--- config.mk ---
export PLATFORM = sky130hd
export DESIGN_NAME = opb_register_simulink2ppc_snap
export DESIGN_NICKNAME = d
export VERILOG_FILES = /design/src/rtl/opb_register_simulink2ppc_snap.sv
export SDC_FILE = /design/constraint.sdc
export NUM_CORES = 1
export LEC_CHECK = 0
export ABC_AREA = 1
export BUFFER_PORTS_ARGS = -buffer_cell sky130_fd_sc_hd__buf_2
export CAP_MARGIN = 10
export CORE_MARGIN = 1.5
export CORE_UTILIZATION = 35
export CTS_CLUSTER_SIZE = 24
export DETAILED_ROUTE_END_ITERATION = 7
export GPL_ROUTABILITY_DRIVEN = 0
export SKIP_CTS_REPAIR_TIMING = 1
export SYNTH_ARGS = -nofsm -noshare
export SYNTH_HDL_FRONTEND = slang
export SYNTH_SLANG_ARGS = --single-unit
--- constraint.sdc ---
create_clock -name OPB_Clk -period 2.21 [get_ports OPB_Clk]
set_input_delay 0.3315 -clock OPB_Clk [delete_from_list [all_inputs] [get_ports OPB_Clk]]
set_output_delay 0.3315 -clock OPB_Clk [all_outputs]
set_load 0.01 [all_outputs]
--- src/rtl/opb_register_simulink2ppc_snap.sv ---
// OPB slave that snapshots a fabric word for the PowerPC, with a sticky new-data
// flag, a saturating overrun counter and a PPC-controlled capture freeze.
module opb_register_simulink2ppc_snap #(
   parameter logic [31:0] C_BASEADDR   = 32'h01010500,
   parameter logic [31:0] C_HIGHADDR   = 32'h010105FF,
   parameter int          C_OPB_AWIDTH = 32,
   parameter int          C_OPB_DWIDTH = 32,
   parameter string       C_FAMILY     = "virtex6"
) (
   input  logic        OPB_Clk,
   input  logic        OPB_Rst,
   input  logic [0:31] OPB_ABus,
   input  logic [0:3]  OPB_BE,
   input  logic [0:31] OPB_DBus,
   input  logic        OPB_RNW,
   input  logic        OPB_select,
   input  logic        OPB_seqAddr,
   output logic [0:31] Sl_DBus,
   output logic        Sl_xferAck,
   output logic        Sl_errAck,
   output logic        Sl_retry,
   output logic        Sl_toutSup,
   input  logic [31:0] user_data_in,
   input  logic        user_valid,
   output logic        user_frozen
);

   typedef enum logic [1:0] {
      REG_DATA   = 2'd0,
      REG_STATUS = 2'd1,
      REG_CTRL   = 2'd2,
      REG_RSVD   = 2'd3
   } reg_sel_e;

   localparam bit unused_family = (C_FAMILY == "");

   // Value assignment maps OPB bit 0 onto numeric bit 31, so no explicit reversal is needed.
   logic [C_OPB_AWIDTH-1:0] addr;
   logic [C_OPB_DWIDTH-1:0] wdata;
   assign addr  = OPB_ABus;
   assign wdata = OPB_DBus;

   logic [C_OPB_DWIDTH-1:0] snap_q, snap_d;
   logic [C_OPB_DWIDTH-1:0] dbus_q, dbus_d;
   logic [15:0]             count_q, count_d;
   logic                    new_flag_q, new_flag_d;
   logic                    freeze_q, freeze_d;
   logic                    ack_q, ack_d;

   logic                    hit, start, capture;
   reg_sel_e                sel;
   logic [C_OPB_DWIDTH-1:0] rdata;

   assign hit     = OPB_select && (addr >= C_BASEADDR) && (addr <= C_HIGHADDR);
   assign start   = hit && !ack_q && !OPB_Rst;
   assign sel     = reg_sel_e'(addr[3:2]);
   assign capture = user_valid && !freeze_q;

   always_comb begin
      unique case (sel)
         REG_DATA:   rdata = snap_q;
         REG_STATUS: rdata = {new_flag_q, 15'd0, count_q};
         REG_CTRL:   rdata = {31'd0, freeze_q};
         default:    rdata = '0;
      endcase
   end

   // NOTE: every next-state signal gets its hold value first, so no path leaves it unassigned (no latch).
   always_comb begin
      snap_d     = snap_q;
      new_flag_d = new_flag_q;
      count_d    = count_q;
      freeze_d   = freeze_q;
      ack_d      = start;
      dbus_d     = (start && OPB_RNW) ? rdata : '0;

      if (start && OPB_RNW && sel == REG_DATA)
         new_flag_d = 1'b0;

      // A capture overrides the read-clear; overrun looks at the flag as it was before this edge.
      if (capture) begin
         snap_d     = user_data_in;
         new_flag_d = 1'b1;
         if (new_flag_q && count_q != 16'hFFFF)
            count_d = count_q + 16'd1;
      end

      if (start && !OPB_RNW && sel == REG_STATUS)
         count_d = '0;

      if (start && !OPB_RNW && sel == REG_CTRL && OPB_BE[3])
         freeze_d = wdata[0];
   end

   // NOTE: state registers use non-blocking assignments so all of them update together at the edge.
   always_ff @(posedge OPB_Clk) begin
      if (OPB_Rst) begin
         snap_q     <= '0;
         new_flag_q <= 1'b0;
         count_q    <= '0;
         freeze_q   <= 1'b0;
         ack_q      <= 1'b0;
         dbus_q     <= '0;
      end else begin
         snap_q     <= snap_d;
         new_flag_q <= new_flag_d;
         count_q    <= count_d;
         freeze_q   <= freeze_d;
         ack_q      <= ack_d;
         dbus_q     <= dbus_d;
      end
   end

   assign Sl_DBus     = dbus_q;
   assign Sl_xferAck  = ack_q;
   assign Sl_errAck   = 1'b0;
   assign Sl_retry    = 1'b0;
   assign Sl_toutSup  = 1'b0;
   assign user_frozen = freeze_q;

   logic unused_inputs;
   assign unused_inputs = &{1'b0, OPB_seqAddr, OPB_BE[0:2], wdata[C_OPB_DWIDTH-1:1], unused_family};

endmodule

==> impl_metrics.py, run 1 <==
metrics = {
    "status": {
        "status": "finished, final reports clean",
    },
    "detailed_routing": {
        "antenna_left": 0,
        "vias_per_cell": 4.467,
        "wirelength_um": 7735,
        "via_count": 3118,
        "drtPass1Iterations": 4,
        "dr.first_iter.drc_count": 67,
        "drc": 0,
        "wl_per_cell_um": 11.08,
    },
    "timing": {
        "hold_violations": 0,
        "period_needed_ns": 1.942,
        "max_freq_mhz": 514.8,
        "clock_skew_ns": 0.01019,
        "rsz0062_at_grt": "false",
        "fin_ws_ns": 0.2676,
        "relSlewSlack": 0.5115,
        "tns_ns": 0,
        "hold_slack_ns": 0.1676,
        "finalMaxSlewViolations": 0,
        "setup_viol": 0,
        "tightest_slew_ns": 0.7319,
        "period_share": 0.8789,
    },
    "placed_design": {
        "dp_hpwl_um": 5515,
        "portBuffers": 104,
        "post-place-ws_ns": 0.2862,
    },
    "setup_path": {
        "crit_buf_inv": 1,
        "endpoint_kind": "flip-flop",
        "path_cells": "ha_1 -> nand3_2 -> nor2_4 -> nand2_4 -> nor2_2 -> nor2_2 -> nand2_1 -> o21ai_2 -> inv_1 -> nor2_1",
        "start_kind": "flip-flop",
        "crit_type": "flip-flop to flip-flop",
        "crit_required_ns": 2.49,
        "cp_common_cell": "nor2_2",
        "cp_max_fo": 17,
        "arrival_ns": 2.23,
        "max_stage_delay_ns": 0.56,
        "path_delay_family": "simple AND/OR/NAND/NOR gates",
        "crit_slowest_cell": "nor2_2",
    },
    "logic_synthesis": {
        "async_reset_ff_frac": 0,
        "syn-instance-count": 463,
        "synth_seq_cells": 83,
        "synth_cell_types": 30,
        "yosys_warnings": 0,
        "synth_edf_count": 0,
        "ys_top_cells_by_count": "83 x dfxtp_1, 71 x nand2_1, 68 x inv_1, 62 x nor2_1, 55 x o21ai_0",
        "synthDominantCellAreaShare": 0.4822,
        "ys_seq_area_frac": 0.4822,
        "synth_most_common_cell": "dfxtp_1",
        "syn_area_sq_um": 3446,
        "yosys_most_used_dff": "dfxtp_1",
        "synthTopCellsByArea": "dfxtp_1 48%, o21ai_0 8.0%, nand2_1 7.7%",
        "yosysTopAreaCell": "dfxtp_1",
        "avgSynthCellArea_sq_um": 7.442,
    },
    "grt": {
        "grt_pass1_vias": 2681,
        "grt_use_total": 0.1463,
        "grt_max_degree": 65,
        "grt_pass1_wl_um": 12080,
        "grt_overflow": 0,
        "antenna_found_initial": 0,
    },
    "cts": {
        "htreeDepth": 3,
        "cts_buffers": 9,
        "clock_latency_ns": 0.35,
        "cts.clk_slew.worst_paths_ns": 0.09,
        "cts_tree": "built",
        "root_buffer": "clkbuf_8",
        "cts.sinks": 83,
        "clk_path_buf_depth": 2,
    },
    "finish": {
        "syn_to_final_growth_pct": 22.59,
        "drive_gt1_frac": 0.2513,
        "fillers": 1000,
        "nets": 667,
        "diodes": 0,
    },
    "power_and_ir_drop": {
        "powerDensity_nw_per_um2": 645.3,
        "total_power_w": 0.002726,
        "vdd_drop_max_uv": 469.7,
        "p_leak_nw": 1.879,
    },
    "floorplanning": {
        "fp.dieH_um": 102.2,
        "die_w_um": 102.2,
        "ios": 143,
        "core-area_sq_um": 9639,
        "start_util": 0.3575,
        "rows": 36,
        "dieArea_sq_um": 10450,
    },
    "flow_run": {
        "drv_cap": 0,
    },
    "min_path": {
        "min_path_type": "input port to flip-flop",
    },
}
-- cell usage in the layout (no fill, tap or decap), drive strengths merged --
| master | count |
|---|---|
| ha | 1 |
| a21oi | 33 |
| nand3 | 11 |
| clkbuf | 9 |
| inv | 72 |
| dfxtp | 83 |
| nand4 | 22 |
| nor3 | 6 |
| clkinvlp | 3 |
| xor2 | 3 |
| conb | 3 |
| and2 | 1 |
| clkinv | 2 |
| o21ai | 59 |
| nand3b | 1 |
| nand2 | 74 |
| xnor2 | 6 |
| a221oi | 1 |
| buf | 109 |
| nor2 | 66 |
-- where the power goes --
part / total, W / switching, W / internal, W
clock network: 0.000964 / 0.000552 / 0.000411
registers: 0.00155 / 0.0000141 / 0.00154
logic: 0.000208 / 0.000122 / 0.0000862
total: 0.00273 / 0.000689 / 0.00204
-- final cells by class --
class	count	area, sq um	area share
flip-flops and latches	83	1662	0.3934
multi-input cells	287	1401	0.3318
repair buffers	109	558.0	0.1321
inverters	70	262.8	0.06220
well taps	133	166.4	0.03940
clock buffers	9	123.9	0.02932
clock inverters	7	50.05	0.01185
-- logic make-up (layout without fill, tap and decap cells) --
group,count (synthesis),after routing,synth area share
adder cells (fa/ha/maj),1,1,0.003631
AND/OR/NAND/NOR,181,181,0.2335
AO/OA/AOI/OAI,93,93,0.1427
buffers and inverters,95,195,0.1140
other,1,3,0.001088
flip-flops,83,83,0.4822
XOR/XNOR,9,9,0.02288
-- registers in the layout, indices dropped and copies added (netlist names) --
name,cells
count_q,16
new_flag_q,1
Sl_xferAck,1
Sl_DBus,32
snap_q,32
user_frozen,1
-- through the flow --
stage            util  std cells  area [sq um]
6_report       0.4382        698          4224
5_1_grt        0.4382        698          4224
4_1_cts        0.4382        698          4224
3_5_place_dp   0.4202        682          4050
3_3_place_gp   0.4202        682          4050
2_1_floorplan       -        465          3453
-- worst reg2reg max path: cells and delay by family (launching register included) --
| kind | cells | cell delay, ns |
|---|---|---|
| and+or+nand+nor | 7 | 1.09 |
| DFF | 1 | 0.38 |
| adders and majority gates | 1 | 0.28 |
| AOI/OAI and AO/OA | 1 | 0.09 |
| buffers and inverters | 1 | 0.04 |
-- routing by layer --
| layer | wire length [um] | global-route usage | part of all wire | vias up |
|---|---|---|---|---|
| met5 | 0 | 0 | 0 | - |
| met4 | 71 | 0.04426 | 0.0092 | 0 |
| met3 | 470 | 0.03078 | 0.061 | 10 |
| met2 | 3545 | 0.2506 | 0.46 | 105 |
| met1 | 3647 | 0.1848 | 0.47 | 1341 |
| li1 | - | - | - | 1662 |
-- worst paths after layout --
kind,from,to,slack [ns],depth (start not counted)
worst max-delay path,count_q[0]$_SDFFE_PP0P_,count_q[11]$_SDFFE_PP0P_,0.27,10
worst min-delay path,OPB_Rst,new_flag_q$_SDFFE_PP0P_,0.17,2
worst max register to register,count_q[0]$_SDFFE_PP0P_,count_q[11]$_SDFFE_PP0P_,0.27,10
worst min register to register,snap_q[28]$_SDFFE_PP0P_,Sl_DBus[3]$_SDFF_PP0_,0.44,2
(Power assumes the default switching activity.)
==> inputs of run 2 (changes only) <==
--- a/config.mk
+++ b/config.mk
@@ -13,6 +13,7 @@
 export CTS_CLUSTER_SIZE = 24
 export DETAILED_ROUTE_END_ITERATION = 7
 export GPL_ROUTABILITY_DRIVEN = 0
+export RECOVER_POWER = 100
 export SKIP_CTS_REPAIR_TIMING = 1
 export SYNTH_ARGS = -nofsm -noshare
 export SYNTH_HDL_FRONTEND = slang
==> impl_metrics.py, run 2 (synthesis results as in run 1) <==
metrics = {
    "finish": {
        "syn_to_final_growth_pct": 20.52,
        "layout_commonest_cell": "dfxtp_1",
        "final_design_area_no_fill_sq_um": 4153,
        "nets": 667,
        "drive_gt1_frac": 0.1788,
        "diodes": 0,
        "mostFrequentLayoutCells": "83 x dfxtp_1, 71 x nand2_1, 70 x buf_2, 69 x inv_1, 64 x nor2_1",
    },
    "grt": {
        "grt_overflow": 0,
        "grt_max_degree": 65,
        "grt_pass1_wl_um": 12080,
        "grt_use_total": 0.1463,
        "antenna_found_initial": 0,
        "grt_pass1_vias": 2681,
    },
    "timing": {
        "tns_ns": 0,
        "finalMaxSlewViolations": 0,
        "clock_skew_ns": 0.01087,
        "hold_violations": 0,
        "period_share": 0.8593,
        "max_freq_mhz": 526.6,
        "tightest_slew_ns": 1.059,
        "relSlewSlack": 0.2942,
        "rsz0062_at_grt": "false",
        "period_needed_ns": 1.899,
        "setup_viol": 0,
    },
    "setup_path": {
        "r2r_end": "count_q[5]$_SDFFE_PP0P_",
        "r2r_cells": 9,
        "reg2reg_from": "count_q[0]$_SDFFE_PP0P_",
        "cp_max_fo": 14,
        "crit_required_ns": 2.49,
        "endpoint_kind": "flip-flop",
        "endpoint": "count_q[5]$_SDFFE_PP0P_",
        "reg2reg_setup_slack_ns": 0.31,
        "crit_start": "count_q[0]$_SDFFE_PP0P_",
        "start_kind": "flip-flop",
        "arrival_ns": 2.18,
        "crit_type": "flip-flop to flip-flop",
    },
    "floorplanning": {
        "fp.dieH_um": 102.2,
        "ios": 143,
        "dieArea_sq_um": 10450,
        "die_w_um": 102.2,
        "rows": 36,
        "core-area_sq_um": 9639,
        "start_util": 0.3575,
    },
    "cts": {
        "root_buffer": "clkbuf_8",
        "cts_buffers": 9,
        "clock_latency_ns": 0.34,
        "clk_path_buf_depth": 2,
        "cts_tree": "built",
        "htreeDepth": 3,
        "cts.sinks": 83,
        "cts.clk_slew.worst_paths_ns": 0.09,
    },
    "placed_design": {
        "place_area_sq_um": 4050,
        "portBuffers": 104,
        "dp_hpwl_um": 5515,
    },
    "detailed_routing": {
        "wirelength_um": 7794,
        "via_count": 3116,
        "dr.first_iter.drc_count": 74,
        "drc": 0,
        "wl_per_cell_um": 11.17,
        "vias_per_cell": 4.464,
        "drtPass1Iterations": 4,
        "antenna_left": 0,
    },
    "power_and_ir_drop": {
        "power.share.switching": 0.2527,
        "pwr-share-seq": 0.570,
        "powerDensity_nw_per_um2": 656.2,
        "p_int_w": 0.002036,
        "combPwrFrac": 0.076,
        "vdd_drop_max_uv": 474.1,
        "total_power_w": 0.002725,
        "clockPowerShare": 0.354,
        "p_leak_nw": 1.720,
        "switching_power_w": 0.0006887,
    },
    "status": {
        "status": "finished, final reports clean",
    },
    "min_path": {
        "min_path_type": "input port to flip-flop",
    },
    "flow_run": {
        "drv_cap": 0,
    },
}
run 2: changes by cell type in the layout (fill, tap and decap cells not counted), moves of 2 or more:
cell	delta
buf_2	-34
buf_4	-2
clkbuf_1	+34
clkbuf_2	+2
nor2_1	+2
o21ai_0	+3
o21ai_2	-3
run 2: area by class of cell:
cell class              instances  area, sq um
fillers                      1032         5487
flip-flops and latches         83         1662
multi-input cells             287         1378
repair buffers                109        510.5
inverters                      70        262.8
well taps                     133        166.4
clock buffers                   9        123.9
clock inverters                 7        50.05
run 2: worst min path at each step:
stage,start,endpoint,slack [ns],depth (start not counted)
after floorplan,OPB_Rst,new_flag_q$_SDFFE_PP0P_,0.40,1
after global placement,snap_q[17]$_SDFFE_PP0P_,Sl_DBus[14]$_SDFF_PP0_,0.42,2
after detailed placement,snap_q[28]$_SDFFE_PP0P_,Sl_DBus[3]$_SDFF_PP0_,0.42,2
after CTS,OPB_Rst,new_flag_q$_SDFFE_PP0P_,0.16,2
after global routing,OPB_Rst,new_flag_q$_SDFFE_PP0P_,0.19,2
final,OPB_Rst,new_flag_q$_SDFFE_PP0P_,0.17,2
run 2: metrics by stage:
stage                     hold WS, ns  std cells  utilization  setup WS, ns
after global placement         0.4207        682       0.4202        0.3424
final                          0.1729        698       0.4308        0.3110
after floorplan                0.4006        465            -        0.6487
after global routing           0.1881        698       0.4308       0.05848
after CTS                      0.1578        698       0.4382        0.2730
after detailed placement       0.4249        682       0.4202        0.2862
run 2: metal layers:
layer  part of all wire  vias up  global-route usage  routed length (um)
met1               0.47     1355              0.1848                3682
met3              0.060       10             0.03078                 466
met5                  0        -                   0                   0
met4              0.010        0             0.04426                  79
met2               0.46       92              0.2506                3566
li1                   -     1659                   -                   -
run 2: worst max-delay path, stage by stage, from the launching register on:
cell	delay, ns
dfxtp_1	0.44
ha_1	0.27
nand3_2	0.09
nor2_2	0.27
nand2_4	0.09
o21ai_4	0.35
nand2_1	0.08
o21ai_0	0.09
inv_1	0.06
nor2_1	0.09
run 2: power by group through the flow:
stage          clock network (W)  logic (W)  registers [W]
6_report                0.000965   0.000207        0.00155
2_1_floorplan                  0   0.000129        0.00159
3_5_place_dp                   0   0.000210        0.00159
4_1_cts                 0.000991   0.000211        0.00155
3_3_place_gp                   0   0.000205        0.00159
5_1_grt                  0.00106   0.000237        0.00156
==> inputs of run 3 (changes only) <==
--- a/config.mk
+++ b/config.mk
@@ -8,6 +8,7 @@
 export ABC_AREA = 1
 export BUFFER_PORTS_ARGS = -buffer_cell sky130_fd_sc_hd__buf_2
 export CAP_MARGIN = 10
+export CORE_ASPECT_RATIO = 0.75
 export CORE_MARGIN = 1.5
 export CORE_UTILIZATION = 35
 export CTS_CLUSTER_SIZE = 24
==> constraint.sdc (replaced) <==
create_clock -name OPB_Clk -period 2.21 [get_ports OPB_Clk]
set_input_delay 0.221 -clock OPB_Clk [delete_from_list [all_inputs] [get_ports OPB_Clk]]
set_output_delay 0.221 -clock OPB_Clk [all_outputs]
set_load 0.01 [all_outputs]
==> impl_metrics.py, run 3 (synthesis results as in run 1) <==
metrics = {
    "cts": {
        "root_buffer": "clkbuf_16",
        "cts_tree": "built",
        "clock_latency_ns": 0.33,
        "htreeDepth": 3,
        "cts_buffers": 9,
        "cts.clk_slew.worst_paths_ns": 0.06,
        "clk_path_buf_depth": 2,
        "cts.sinks": 83,
    },
    "floorplanning": {
        "start_util": 0.3582,
        "ios": 143,
        "dieArea_sq_um": 10460,
        "rows": 31,
        "fp.dieH_um": 88.93,
        "core-area_sq_um": 9619,
        "die_w_um": 117.6,
    },
    "detailed_routing": {
        "wirelength_um": 8142,
        "drtPass1Iterations": 4,
        "dr.first_iter.drc_count": 235,
        "vias_per_cell": 4.527,
        "antenna_left": 0,
        "wl_per_cell_um": 11.70,
        "via_count": 3151,
        "drc": 0,
    },
    "timing": {
        "rsz0062_at_grt": "false",
        "tightest_slew_ns": 1.040,
        "hold_slack_ns": 0.1019,
        "hold_violations": 0,
        "max_freq_mhz": 510.6,
        "relSlewSlack": 0.3065,
        "clock_skew_ns": 0.005194,
        "fin_ws_ns": 0.2515,
        "period_needed_ns": 1.959,
        "period_share": 0.8862,
        "tns_ns": 0,
        "finalMaxSlewViolations": 0,
        "setup_viol": 0,
    },
    "grt": {
        "grt_pass1_vias": 2751,
        "grt_overflow": 0,
        "grt_pass1_wl_um": 13090,
        "grt_use_total": 0.1587,
        "grt_max_degree": 65,
        "antenna_found_initial": 0,
    },
    "status": {
        "status": "finished, final reports clean",
    },
    "finish": {
        "fillers": 1011,
        "nets": 667,
        "layout_commonest_cell": "dfxtp_1",
        "drive_gt1_frac": 0.1773,
        "fin_util": 0.4430,
        "diodes": 0,
        "mostFrequentLayoutCells": "83 x dfxtp_1, 71 x nand2_1, 70 x buf_2, 69 x inv_1, 63 x nor2_1",
        "syn_to_final_growth_pct": 23.67,
    },
    "setup_path": {
        "crit_required_ns": 2.48,
        "endpoint_kind": "flip-flop",
        "crit_slowest_cell": "dfxtp_1",
        "arrival_ns": 2.22,
        "path_cells": "ha_1 -> nand3_2 -> nor2_2 -> nand2_4 -> o21ai_4 -> nand2_1 -> o21ai_0 -> inv_1 -> nor2_1",
        "max_stage_delay_ns": 0.44,
        "start_kind": "flip-flop",
        "cp_max_fo": 14,
        "crit_type": "flip-flop to flip-flop",
    },
    "min_path": {
        "min_path_type": "input port to flip-flop",
    },
    "placed_design": {
        "post-place-ws_ns": 0.2799,
        "dp_hpwl_um": 5727,
        "portBuffers": 104,
    },
    "power_and_ir_drop": {
        "total_power_w": 0.003208,
        "vdd_drop_max_uv": 546.1,
        "powerDensity_nw_per_um2": 752.8,
        "p_leak_nw": 1.771,
    },
    "flow_run": {
        "drv_cap": 0,
    },
}
==> run 3: path summary, 6_finish.rpt <==
kind                                start                      end  slack (ns)  depth (start not counted)
hold reg to reg   snap_q[20]$_SDFFE_PP0P_   Sl_DBus[11]$_SDFF_PP0_        0.43                          2
setup / recovery  count_q[0]$_SDFFE_PP0P_  count_q[2]$_SDFFE_PP0P_        0.25                          9
setup reg to reg  count_q[0]$_SDFFE_PP0P_  count_q[2]$_SDFFE_PP0P_        0.25                          9
hold / removal                    OPB_Rst  new_flag_q$_SDFFE_PP0P_        0.10                          2
==> run 3: cell type report <==
| cell class | count | area [sq um] | area share |
|---|---|---|---|
| Timing Repair Buffer | 109 | 508.0 | 0.1192 |
| Multi-Input combinational cell | 287 | 1380 | 0.3238 |
| Inverter | 70 | 262.8 | 0.06166 |
| Clock inverter | 5 | 55.05 | 0.01292 |
| Sequential cell | 83 | 1662 | 0.3899 |
| Tap cell | 132 | 165.2 | 0.03876 |
| Clock buffer | 10 | 229.0 | 0.05373 |
==> run 3: worst max-delay path: cells and delay by family, from the launching register on <==
kind                     cells  cell delay [ns]
AO/OA/AOI/OAI                2             0.45
AND/OR/NAND/NOR              5             0.65
flip-flops                   1             0.44
buffers and inverters        1             0.06
adder cells (fa/ha/maj)      1             0.27
==> run 3: routing by layer <==
metal / track usage / wire (um) / part of all wire
met4: 0.05322 / 97 / 0.012
met2: 0.2535 / 3439 / 0.42
met3: 0.04656 / 648 / 0.080
met1: 0.2095 / 3957 / 0.49
met5: 0 / 0 / 0
==> run 3: stage by stage <==
stage               instance area (sq um)  std cells
floorplan                            3453        465
global placement                     4049        681
detailed placement                   4049        681
CTS                                  4333        696
global route                         4262        696
finish                               4262        696
==> run 3: power by group <==
part | switching, W | leakage [nW] | total [W] | internal [W]
combinational | 0.000123 | 0.960 | 0.000209 | 0.0000857
sequential | 0.0000140 | 0.677 | 0.00156 | 0.00154
clock | 0.000579 | 0.134 | 0.00144 | 0.000865
total | 0.000716 | 1.77 | 0.00321 | 0.00249
